==> src/rtl/filtro_entradas_porta.sv <==
// Door-controller input conditioner: 2-flop synchronizer plus per-channel
// counter debounce, with registered rising-edge and any-change strobes.

module filtro_entradas_porta_canal #(
   parameter int DEBOUNCE_CYCLES = 4,
   parameter int CNT_W           = 8
) (
   input  logic clock,
   input  logic reset_n,
   input  logic i_raw,
   output logic o_stable,
   output logic o_accept
);
   localparam logic [CNT_W-1:0] LAST = CNT_W'(DEBOUNCE_CYCLES - 1);

   logic             r_sync1, r_sync2, r_stable;
   logic [CNT_W-1:0] r_cnt;
   logic             w_differs;

   assign w_differs = (r_sync2 != r_stable);
   // Acceptance is decided combinationally so the top can register its strobes
   // on the very edge that updates r_stable.
   assign o_accept  = w_differs && (r_cnt == LAST);
   assign o_stable  = r_stable;

   always_ff @(posedge clock or negedge reset_n) begin
      if (!reset_n) begin
         r_sync1  <= 1'b0;
         r_sync2  <= 1'b0;
         r_stable <= 1'b0;
         r_cnt    <= '0;
      end else begin
         r_sync1 <= i_raw;
         r_sync2 <= r_sync1;
         if (!w_differs) begin
            r_cnt <= '0;
         end else if (o_accept) begin
            r_stable <= r_sync2;
            r_cnt    <= '0;
         end else begin
            r_cnt <= r_cnt + CNT_W'(1);
         end
      end
   end
endmodule

module filtro_entradas_porta #(
   parameter int DEBOUNCE_CYCLES = 4,
   parameter int CNT_W           = 8
) (
   input  logic       clock,
   input  logic       reset_n,
   input  logic [3:0] sensor_in,
   output logic [3:0] sensor_out,
   output logic [3:0] pulso_subida,
   output logic       mudou
);
   localparam int NUM_CH = 4;

   logic [NUM_CH-1:0] w_stable, w_accept;
   logic [NUM_CH-1:0] r_pulso;
   logic              r_mudou;

   for (genvar i = 0; i < NUM_CH; i++) begin : g_canal
      filtro_entradas_porta_canal #(
         .DEBOUNCE_CYCLES(DEBOUNCE_CYCLES),
         .CNT_W          (CNT_W)
      ) u_canal (
         .clock   (clock),
         .reset_n (reset_n),
         .i_raw   (sensor_in[i]),
         .o_stable(w_stable[i]),
         .o_accept(w_accept[i])
      );
   end

   // An accepted change on a channel currently at 0 is necessarily a rise.
   always_ff @(posedge clock or negedge reset_n) begin
      if (!reset_n) begin
         r_pulso <= '0;
         r_mudou <= 1'b0;
      end else begin
         r_pulso <= w_accept & ~w_stable;
         r_mudou <= |w_accept;
      end
   end

   assign sensor_out   = w_stable;
   assign pulso_subida = r_pulso;
   assign mudou        = r_mudou;
endmodule

==> config.mk <==
export PLATFORM = sky130hd
export DESIGN_NAME = filtro_entradas_porta
export DESIGN_NICKNAME = d
export VERILOG_FILES = /design/src/rtl/filtro_entradas_porta.sv
export SDC_FILE = /design/constraint.sdc
export NUM_CORES = 1
export LEC_CHECK = 0
export ABC_AREA = 0
export BUFFER_PORTS_ARGS = -buffer_cell sky130_fd_sc_hd__buf_2
export CAP_MARGIN = 20
export CORE_MARGIN = 5
export CORE_UTILIZATION = 41
export CTS_BUF_LIST = sky130_fd_sc_hd__clkbuf_8
export CTS_CLUSTER_SIZE = 24
export DETAILED_ROUTE_END_ITERATION = 8
export HOLD_SLACK_MARGIN = 0.05
export PLACE_DENSITY_LB_ADDON = 0.1
export SYNTH_ARGS = -nofsm -noshare
export SYNTH_HDL_FRONTEND = slang
export SYNTH_SLANG_ARGS = --single-unit
==> constraint.sdc <==
create_clock -name clock -period 2.2 [get_ports clock]
set_input_delay 0 -clock clock [delete_from_list [all_inputs] [get_ports clock]]
set_output_delay 0 -clock clock [all_outputs]
set_load 0.03 [all_outputs]
==> results of run 1 <==
==> cell usage after synthesis <==
cell	number	area, um^2
or4_4	1	11.26
inv_1	6	22.52
nand4_1	5	31.28
ha_1	8	100.1
o21bai_1	2	15.01
nand2_1	6	22.52
mux2_4	2	30.03
o21ai_0	12	60.06
or4_1	2	15.01
xor2_1	8	70.07
nor2_1	24	90.09
buf_4	4	30.03
or3b_2	3	26.28
nand3b_1	1	7.510
a21oi_1	12	60.06
or3b_4	1	11.26
xnor2_1	10	87.58
or3_1	13	81.33
dfrtp_1	49	1226
nand3_1	12	60.06
or4b_2	1	10.01
o41ai_4	1	27.53
o21ai_1	1	5.000
nor3_1	1	5.000
or3_4	1	11.26
==> cell type report <==
type | count | area [um^2]
fillers | 497 | 2693
flip-flops and latches | 49 | 1226
multi-input cells | 127 | 838.3
repair buffers | 20 | 127.6
well taps | 70 | 87.58
clock buffers | 5 | 68.82
inverters | 6 | 22.52
clock inverters | 3 | 11.26
==> worst max-delay path: stages, from the launching register on <==
cell and delay (ns):
dfrtp_1 0.42, ha_1 0.20, or3b_2 0.46, or3_4 0.41, mux2_4 0.31
==> flip-flops by register name, summed over array words and instances, names as in the netlist <==
register / count
g_canal.u_canal.r_cnt: 32
g_canal.u_canal.o_stable: 4
g_canal.u_canal.r_sync1: 4
g_canal.u_canal.r_sync2: 4
pulso_subida: 4
mudou: 1
==> power breakdown <==
part	internal, uW	switching (uW)	total [uW]
Sequential	1040	156	1190
Combinational	255	378	633
Clock	212	276	488
Total	1510	810	2320
==> worst max path at each step <==
stage | slack [ns] | from | end
4_1_cts | 0.27 | g_canal[2].u_canal.r_cnt[0] | g_canal[2].u_canal.r_cnt[0]
3_3_place_gp | 0.33 | g_canal[1].u_canal.r_cnt[0] | g_canal[1].u_canal.o_stable
3_5_place_dp | 0.29 | g_canal[2].u_canal.r_cnt[0] | g_canal[2].u_canal.r_cnt[0]
6_report | 0.29 | g_canal[0].u_canal.r_cnt[0] | g_canal[0].u_canal.o_stable
5_1_grt | 0.15 | g_canal[2].u_canal.r_cnt[0] | g_canal[2].u_canal.r_cnt[3]
2_1_floorplan | 0.39 | g_canal[0].u_canal.r_cnt[0] | g_canal[0].u_canal.o_stable
==> cell usage in the layout (no fill, tap or decap) <==
| master | netlist | routed |
|---|---|---|
| buf_4 | 4 | 1 |
| dlygate4sd3_1 | 0 | 5 |
| xnor2_1 | 10 | 10 |
| xor2_1 | 8 | 8 |
| mux2_4 | 2 | 2 |
| buf_2 | 0 | 14 |
| ha_1 | 8 | 8 |
| nand3b_1 | 1 | 1 |
| nand4_1 | 5 | 5 |
| o41ai_4 | 1 | 1 |
| nand2_1 | 6 | 6 |
| or3_4 | 1 | 1 |
| or4b_2 | 1 | 1 |
| nor2_1 | 24 | 24 |
| inv_1 | 6 | 9 |
| nand3_1 | 12 | 12 |
| or4_1 | 2 | 2 |
| or4_4 | 1 | 1 |
| nor3_1 | 1 | 1 |
| o21ai_1 | 1 | 1 |
| or3b_4 | 1 | 1 |
| o21bai_1 | 2 | 2 |
| or3_1 | 13 | 13 |
| a21oi_1 | 12 | 12 |
| clkbuf_8 | 0 | 5 |
| dfrtp_1 | 49 | 49 |
| or3b_2 | 3 | 3 |
| o21ai_0 | 12 | 12 |
==> cells by family after synthesis <==
logic type                 synth area share
xor gates and xnor gates            0.07447
adders and majority gates           0.04728
muxes                               0.01418
buffers and inverters               0.02482
and+or+nand+nor                      0.1809
AOI/OAI and AO/OA                   0.07920
DFF                                  0.5792
==> metrics by stage <==
stage	setup WS (ns)	std cells	total power, uW	util	hold slack (ns)
after floorplan	0.3861	186	1711	-	-0.2956
after global placement	0.3307	267	1820	0.4438	-0.05908
after detailed placement	0.2883	267	1850	0.4438	-0.04844
after CTS	0.2739	280	2352	0.4694	0.1522
after global routing	0.1475	280	2471	0.4694	0.2007
final	0.2938	280	2316	0.4694	0.1503
==> layer usage <==
| metal | track usage | share of wire |
|---|---|---|
| met5 | 0 | 0 |
| met4 | 0.05316 | 0.015 |
| met3 | 0.04276 | 0.043 |
| met2 | 0.1995 | 0.47 |
| met1 | 0.1542 | 0.47 |
==> run metrics, run 1 <==
status=finished clean; die height=81.86 um; Worst R2R Path Depth=4; drt first pass iters=4; Avg Inst Size Synth=11.38 um^2; Ys Warns=0; CP Class=flop to flop; row count=26; initial antenna violation count=0; Hold Path Class=primary input to asynchronous set/reset pin; gr usage total=0.1251; DR vias=1392; Core Area=0.005075 mm^2; relative slew slack=0.6340; Routed Antenna Nets=0; ant diodes=0; gr ovfl total=0; Max Slew Vio Count=0; maximum clock path buffer count=2; cts hold-fix bufs=5; Pwr Density=972.0 mW/mm^2; worst vdd ir=0.0004214 V; Post-Syn Nets=200; R2R Setup Slk=0.29 ns; clk sink count=49; placed cell areas=0.002252 mm^2; synthesized area=0.002117 mm^2; hpwl dp=2.573 mm; Vias/cell=4.971; largest net degree at the start of global routing=33; vias in the first global route=1476; Routed WL per cell=12.85 um; startpoint types=flop; root buf cell=clkbuf_8; number of DRC markers in iteration 0=42; H-Tree Depth=2; IO buf count=14; final setup violation count=0; Slew @ Worst Pin=0.5453 ns; Worst setup EP type=flop; Tmin final=1.906 ns; sequential fraction of the synthesis area=0.5792; Max FO, Critical Path=5; Synth Register Bits=49; Final Hold Vio Count=0; Routed Wire Length=3.599 mm; I/O pin cnt=15; Post-CTS Resized=0; leakage=0.001084 uW; WP data required=2.38 ns; r2r startpoint=g_canal[0].u_canal.r_cnt[0]; die area=0.006700 mm^2; worst flop-to-flop path endpoint=g_canal[0].u_canal.o_stable; library cells used by synthesis=25; Layout Skew=0.005254 ns; TNS Setup=0 ns; final worst path period share=0.8664; nets=223; postcts setup bufs=0; number of max-cap violations=0; worst skew pair latency=0.29 ns; number of remaining DRC errors=0; arrival time at the worst endpoint=2.09 ns; share of layout cells above drive strength 1=0.1429; area growth from synthesis to layout=12.53%; post-route cell area=0.002382 mm^2; first-pass GRT wire length=6.417 mm; TritonCTS Buffers=5; TritonCTS clock tree=built; Die Width=81.86 um; Post-Synthesis Cells=186; Worst-path clk slew=0.08 ns; RSZ-0062 raised after global routing=no; FMAX=0.5246 GHz; Initial Utilization=0.4172; RD Place Congestion=0.7970
Power figures use the tool's default switching activity.
==> run 2: changes to the inputs <==
--- a/config.mk
+++ b/config.mk
@@ -8,7 +8,7 @@
 export ABC_AREA = 0
 export BUFFER_PORTS_ARGS = -buffer_cell sky130_fd_sc_hd__buf_2
 export CAP_MARGIN = 20
-export CORE_MARGIN = 5
+export CORE_MARGIN = 4
 export CORE_UTILIZATION = 41
 export CTS_BUF_LIST = sky130_fd_sc_hd__clkbuf_8
 export CTS_CLUSTER_SIZE = 24
==> run metrics, run 2 (synthesized netlist as in run 1, its figures left out) <==
largest net degree at the start of global routing=50; placed cell areas=0.002248 mm^2; FMAX=0.5088 GHz; startpoint types=flop; TNS Setup=0 ns; DR vias=1392; logic gate share of total power=0.276; TritonCTS clock tree=built; relative slew slack=0.6062; dpl ws=0.2694 ns; clock share of power=0.209; R2R Setup Slk=0.23 ns; r2r startpoint=g_canal[2].u_canal.r_cnt[0]; Routed Antenna Nets=0; max reg flops=32; Cell Count, Final, Fillers Out=277; row count=25; maximum clock path buffer count=2; register with the most flip-flops=g_canal.u_canal.r_cnt; gr ovfl total=0; die area=0.006377 mm^2; sequential power share=0.515; post-route cell area=0.002379 mm^2; switch share=0.3511; worst vdd ir=0.0005267 V; status=finished clean; RD Place Congestion=0.7459; die height=79.86 um; final worst path period share=0.8934; gr usage total=0.1319; number of max-cap violations=0; P_int=1505 uW; Vias/cell=5.025; number of DRC markers in iteration 0=58; H-Tree Depth=2; cts hold-fix bufs=5; vias in the first global route=1492; root buf cell=clkbuf_8; arrival time at the worst endpoint=2.13 ns; Routed WL per cell=13.03 um; Tmin final=1.966 ns; placed cells=264; I/O pin cnt=15; Layout Skew=0.005191 ns; area growth from synthesis to layout=12.35%; most frequent cells in the layout=dfrtp_1 (49), nor2_1 (24), buf_2 (14); Initial Utilization=0.4366; ant diodes=0; Final Hold Vio Count=0; Worst-path clk slew=0.08 ns; initial antenna violation count=0; Psw=814.3 uW; Routed Wire Length=3.608 mm; hpwl dp=2.569 mm; CP Class=flop to flop; Max Slew Vio Count=0; final setup violation count=0; clk sink count=49; Core Area=0.004848 mm^2; WP data required=2.36 ns; fill count=442; postcts setup bufs=0; first-pass GRT wire length=6.624 mm; number of remaining DRC errors=0; leakage=0.001084 uW; Die Width=79.86 um; TritonCTS Buffers=5; IO buf count=14; Max FO, Critical Path=8; RSZ-0062 raised after global routing=no; nets=223; worst skew pair latency=0.29 ns; Worst Setup SP=g_canal[2].u_canal.r_cnt[0]; Slew @ Worst Pin=0.5907 ns; Post-CTS Resized=0; share of layout cells above drive strength 1=0.1429; drt first pass iters=4; Worst setup EP type=flop; setup slack after layout=0.2344 ns; Pwr Density=975.1 mW/mm^2; most common cell after layout, fill and taps aside=dfrtp_1; Hold Path Class=primary input to asynchronous set/reset pin
## run 2: cell counts in the layout (fill, tap and decap cells not counted)
No cell type changed its count.
## run 2: critical path: stages (launching register included)
cell	delay [ns]
dfrtp_1	0.40
ha_1	0.20
or4b_2	0.64
o41ai_4	0.47
nor2_1	0.11
## run 2: routing by layer
metal  routed length (um)  vias to the layer above  GRT usage  part of all wire
met3                  156                        8    0.02935             0.043
met2                 1742                       18     0.2204              0.48
li1                     -                      687          -                 -
met1                 1648                      679     0.1627              0.46
met5                    0                        -          0                 0
met4                   60                        0    0.05912             0.017
## run 2: layout make-up
type                    instances  area [um^2]  share of cell area
repair buffers                 20        127.6             0.05366
flip-flops and latches         49         1226              0.5155
well taps                      67        83.83             0.03524
clock inverters                 3        11.26            0.004734
clock buffers                   5        68.82             0.02893
multi-input cells             127        838.3              0.3524
inverters                       6        22.52            0.009469
## run 2: power groups by stage
stage          Sequential (uW)  Clock [uW]  Combinational, uW
2_1_floorplan             1210           0                504
3_3_place_gp              1200           0                619
3_5_place_dp              1210           0                643
4_1_cts                   1200         508                653
5_1_grt                   1220         548                719
6_report                  1200         485                639
## run 2: path summary, 6_finish.rpt
kind / end / cells past startpoint
max in group asynchronous: g_canal[0].u_canal.r_cnt[4] / 3
hold / removal: g_canal[2].u_canal.r_cnt[3] / 3
setup reg to reg: g_canal[2].u_canal.r_cnt[4] / 4
setup / recovery: g_canal[2].u_canal.r_cnt[4] / 4
min in group clock: g_canal[2].u_canal.r_sync1 / 2
hold reg to reg: g_canal[0].u_canal.r_sync2 / 0
## run 2: per-stage QoR
stage	power, uW	util	hold slack, ns
after floorplan	1711	-	-0.2956
after global placement	1821	0.4637	0.1076
after detailed placement	1856	0.4637	0.1098
after CTS	2357	0.4906	0.3318
after global routing	2484	0.4906	0.3426
final	2319	0.4906	0.3217
==> run 3: changes to the inputs <==
--- a/config.mk
+++ b/config.mk
@@ -6,6 +6,7 @@
 export NUM_CORES = 1
 export LEC_CHECK = 0
 export ABC_AREA = 0
+export ABC_CLOCK_PERIOD_IN_PS = 2300
 export BUFFER_PORTS_ARGS = -buffer_cell sky130_fd_sc_hd__buf_2
 export CAP_MARGIN = 20
 export CORE_MARGIN = 4
@@ -14,7 +15,6 @@
 export CTS_CLUSTER_SIZE = 24
 export DETAILED_ROUTE_END_ITERATION = 8
 export HOLD_SLACK_MARGIN = 0.05
-export PLACE_DENSITY_LB_ADDON = 0.1
 export SYNTH_ARGS = -nofsm -noshare
 export SYNTH_HDL_FRONTEND = slang
 export SYNTH_SLANG_ARGS = --single-unit
==> constraint.sdc (replaced) <==
create_clock -name clock -period 2.3 [get_ports clock]
set_input_delay 0 -clock clock [delete_from_list [all_inputs] [get_ports clock]]
set_output_delay 0 -clock clock [all_outputs]
set_load 0.03 [all_outputs]
==> run metrics, run 3 (synthesized netlist as in run 1, its figures left out) <==
Layout Skew=0.005255 ns; drt first pass iters=4; arrival time at the worst endpoint=2.07 ns; nets=223; most common cell after layout, fill and taps aside=dfrtp_1; crit path to=g_canal[2].u_canal.r_cnt[2]; R2R Setup Slk=0.39 ns; first-pass GRT wire length=6.134 mm; WP data required=2.46 ns; TritonCTS Buffers=5; share of layout cells above drive strength 1=0.1571; most frequent cells in the layout=dfrtp_1 (49), nor2_1 (24), buf_2 (14); Vias/cell=4.960; post-route cell area=0.002385 mm^2; CP Class=flop to flop; placed cell areas=0.002248 mm^2; Cell Count, Final, Fillers Out=277; fill count=425; Worst R2R Path Depth=4; max reg flops=32; DR vias=1374; placed cells=264; ant diodes=0; clk sink count=49; number of max-cap violations=0; final setup violation count=0; die height=79.86 um; Routed Antenna Nets=0; Routed Wire Length=3.403 mm; worst vdd ir=0.0003316 V; largest net degree at the start of global routing=50; I/O pin cnt=15; Initial Utilization=0.4366; register with the most flip-flops=g_canal.u_canal.r_cnt; status=finished clean; crit path cell chain=ha_1 -> or4b_2 -> o41ai_4 -> nor2_1; number of DRC markers in iteration 0=47; Final Hold Vio Count=0; Core Area=0.004848 mm^2; hpwl dp=2.482 mm; vias in the first global route=1411; initial antenna violation count=0; RD Place Congestion=0.7957; startpoint types=flop; final worst path period share=0.8295; Max Slew Vio Count=0; worst flop-to-flop path endpoint=g_canal[2].u_canal.r_cnt[2]; worst skew pair latency=0.29 ns; RSZ-0062 raised after global routing=no; die area=0.006377 mm^2; post-layout util=0.4919; gr ovfl total=0; Pwr Density=930.1 mW/mm^2; Die Width=79.86 um; root buf cell=clkbuf_8; Tmin final=1.908 ns; IO buf count=14; row count=25; Worst setup EP type=flop; TNS Setup=0 ns; Max FO, Critical Path=8; register area=0.001226 mm^2; H-Tree Depth=2; r2r startpoint=g_canal[2].u_canal.r_cnt[0]; Slowest-stage cell, CP=or4b_2; number of remaining DRC errors=0; maximum clock path buffer count=2; relative slew slack=0.6048; Hold Path Class=primary input to asynchronous set/reset pin; Routed WL per cell=12.29 um; TritonCTS clock tree=built; leakage=0.001076 uW; Slew @ Worst Pin=0.5928 ns; Worst-path clk slew=0.08 ns; area growth from synthesis to layout=12.65%; gr usage total=0.1248; Worst Setup SP=g_canal[2].u_canal.r_cnt[0]; Post-CTS Resized=0; Max stage delay on crit path=0.64 ns; area of the multi-input gates=838.3 um^2; FMAX=0.5241 GHz
[run 3: final cells by class]
type,count,area share
clock buffer,5,0.02886
clock inverter,3,0.007345
inverter,6,0.009444
multi-input combinational,127,0.3515
sequential,49,0.5142
tap,67,0.03515
timing repair buffer,20,0.05351
[run 3: where the power goes]
group | internal (uW) | switching (uW)
clock | 210 | 270
combinational | 243 | 358
sequential | 993 | 144
total | 1450 | 772
[run 3: worst min-delay path by stage]
| stage | start | cells past startpoint | end | slack (ns) |
|---|---|---|---|---|
| 2_1_floorplan | reset_n | 0 | g_canal[0].u_canal.o_stable | -0.30 |
| 3_3_place_gp | sensor_in[2] | 1 | g_canal[2].u_canal.r_sync1 | 0.11 |
| 3_5_place_dp | sensor_in[1] | 1 | g_canal[1].u_canal.r_sync1 | 0.11 |
| 4_1_cts | sensor_in[3] | 2 | g_canal[3].u_canal.r_sync1 | 0.32 |
| 5_1_grt | sensor_in[3] | 2 | g_canal[3].u_canal.r_sync1 | 0.33 |
| 6_report | reset_n | 3 | g_canal[2].u_canal.r_cnt[4] | 0.32 |
[run 3: repair_timing]
action                                 CTS  global route
endpoints found under the hold margin   53             0
setup buffers                            0             0
hold buffers                             5             0
[run 3: per-stage QoR]
step                      hold slack [ns]  total power [uW]  setup WS [ns]
after global placement             0.1080              1737         0.4377
after global routing               0.3258              2388         0.2532
after CTS                          0.3238              2262         0.3732
final                              0.3210              2218         0.3921
after detailed placement           0.1093              1765         0.3939
after floorplan                   -0.2956              1637         0.4861
[run 3: worst max-delay path, delay by kind of cell (launching register included)]
kind,cells,cell delay (ns)
AOI/OAI and AO/OA,1,0.44
adders and majority gates,1,0.19
DFF,1,0.40
and+or+nand+nor,2,0.75
[run 3: metal layers]
metal | share of wire | vias to the layer above | global-route usage
met5 | 0 | - | 0
met4 | 0.020 | 0 | 0.04730
met3 | 0.041 | 8 | 0.04176
met2 | 0.52 | 20 | 0.2112
met1 | 0.42 | 662 | 0.1463
li1 | - | 684 | -
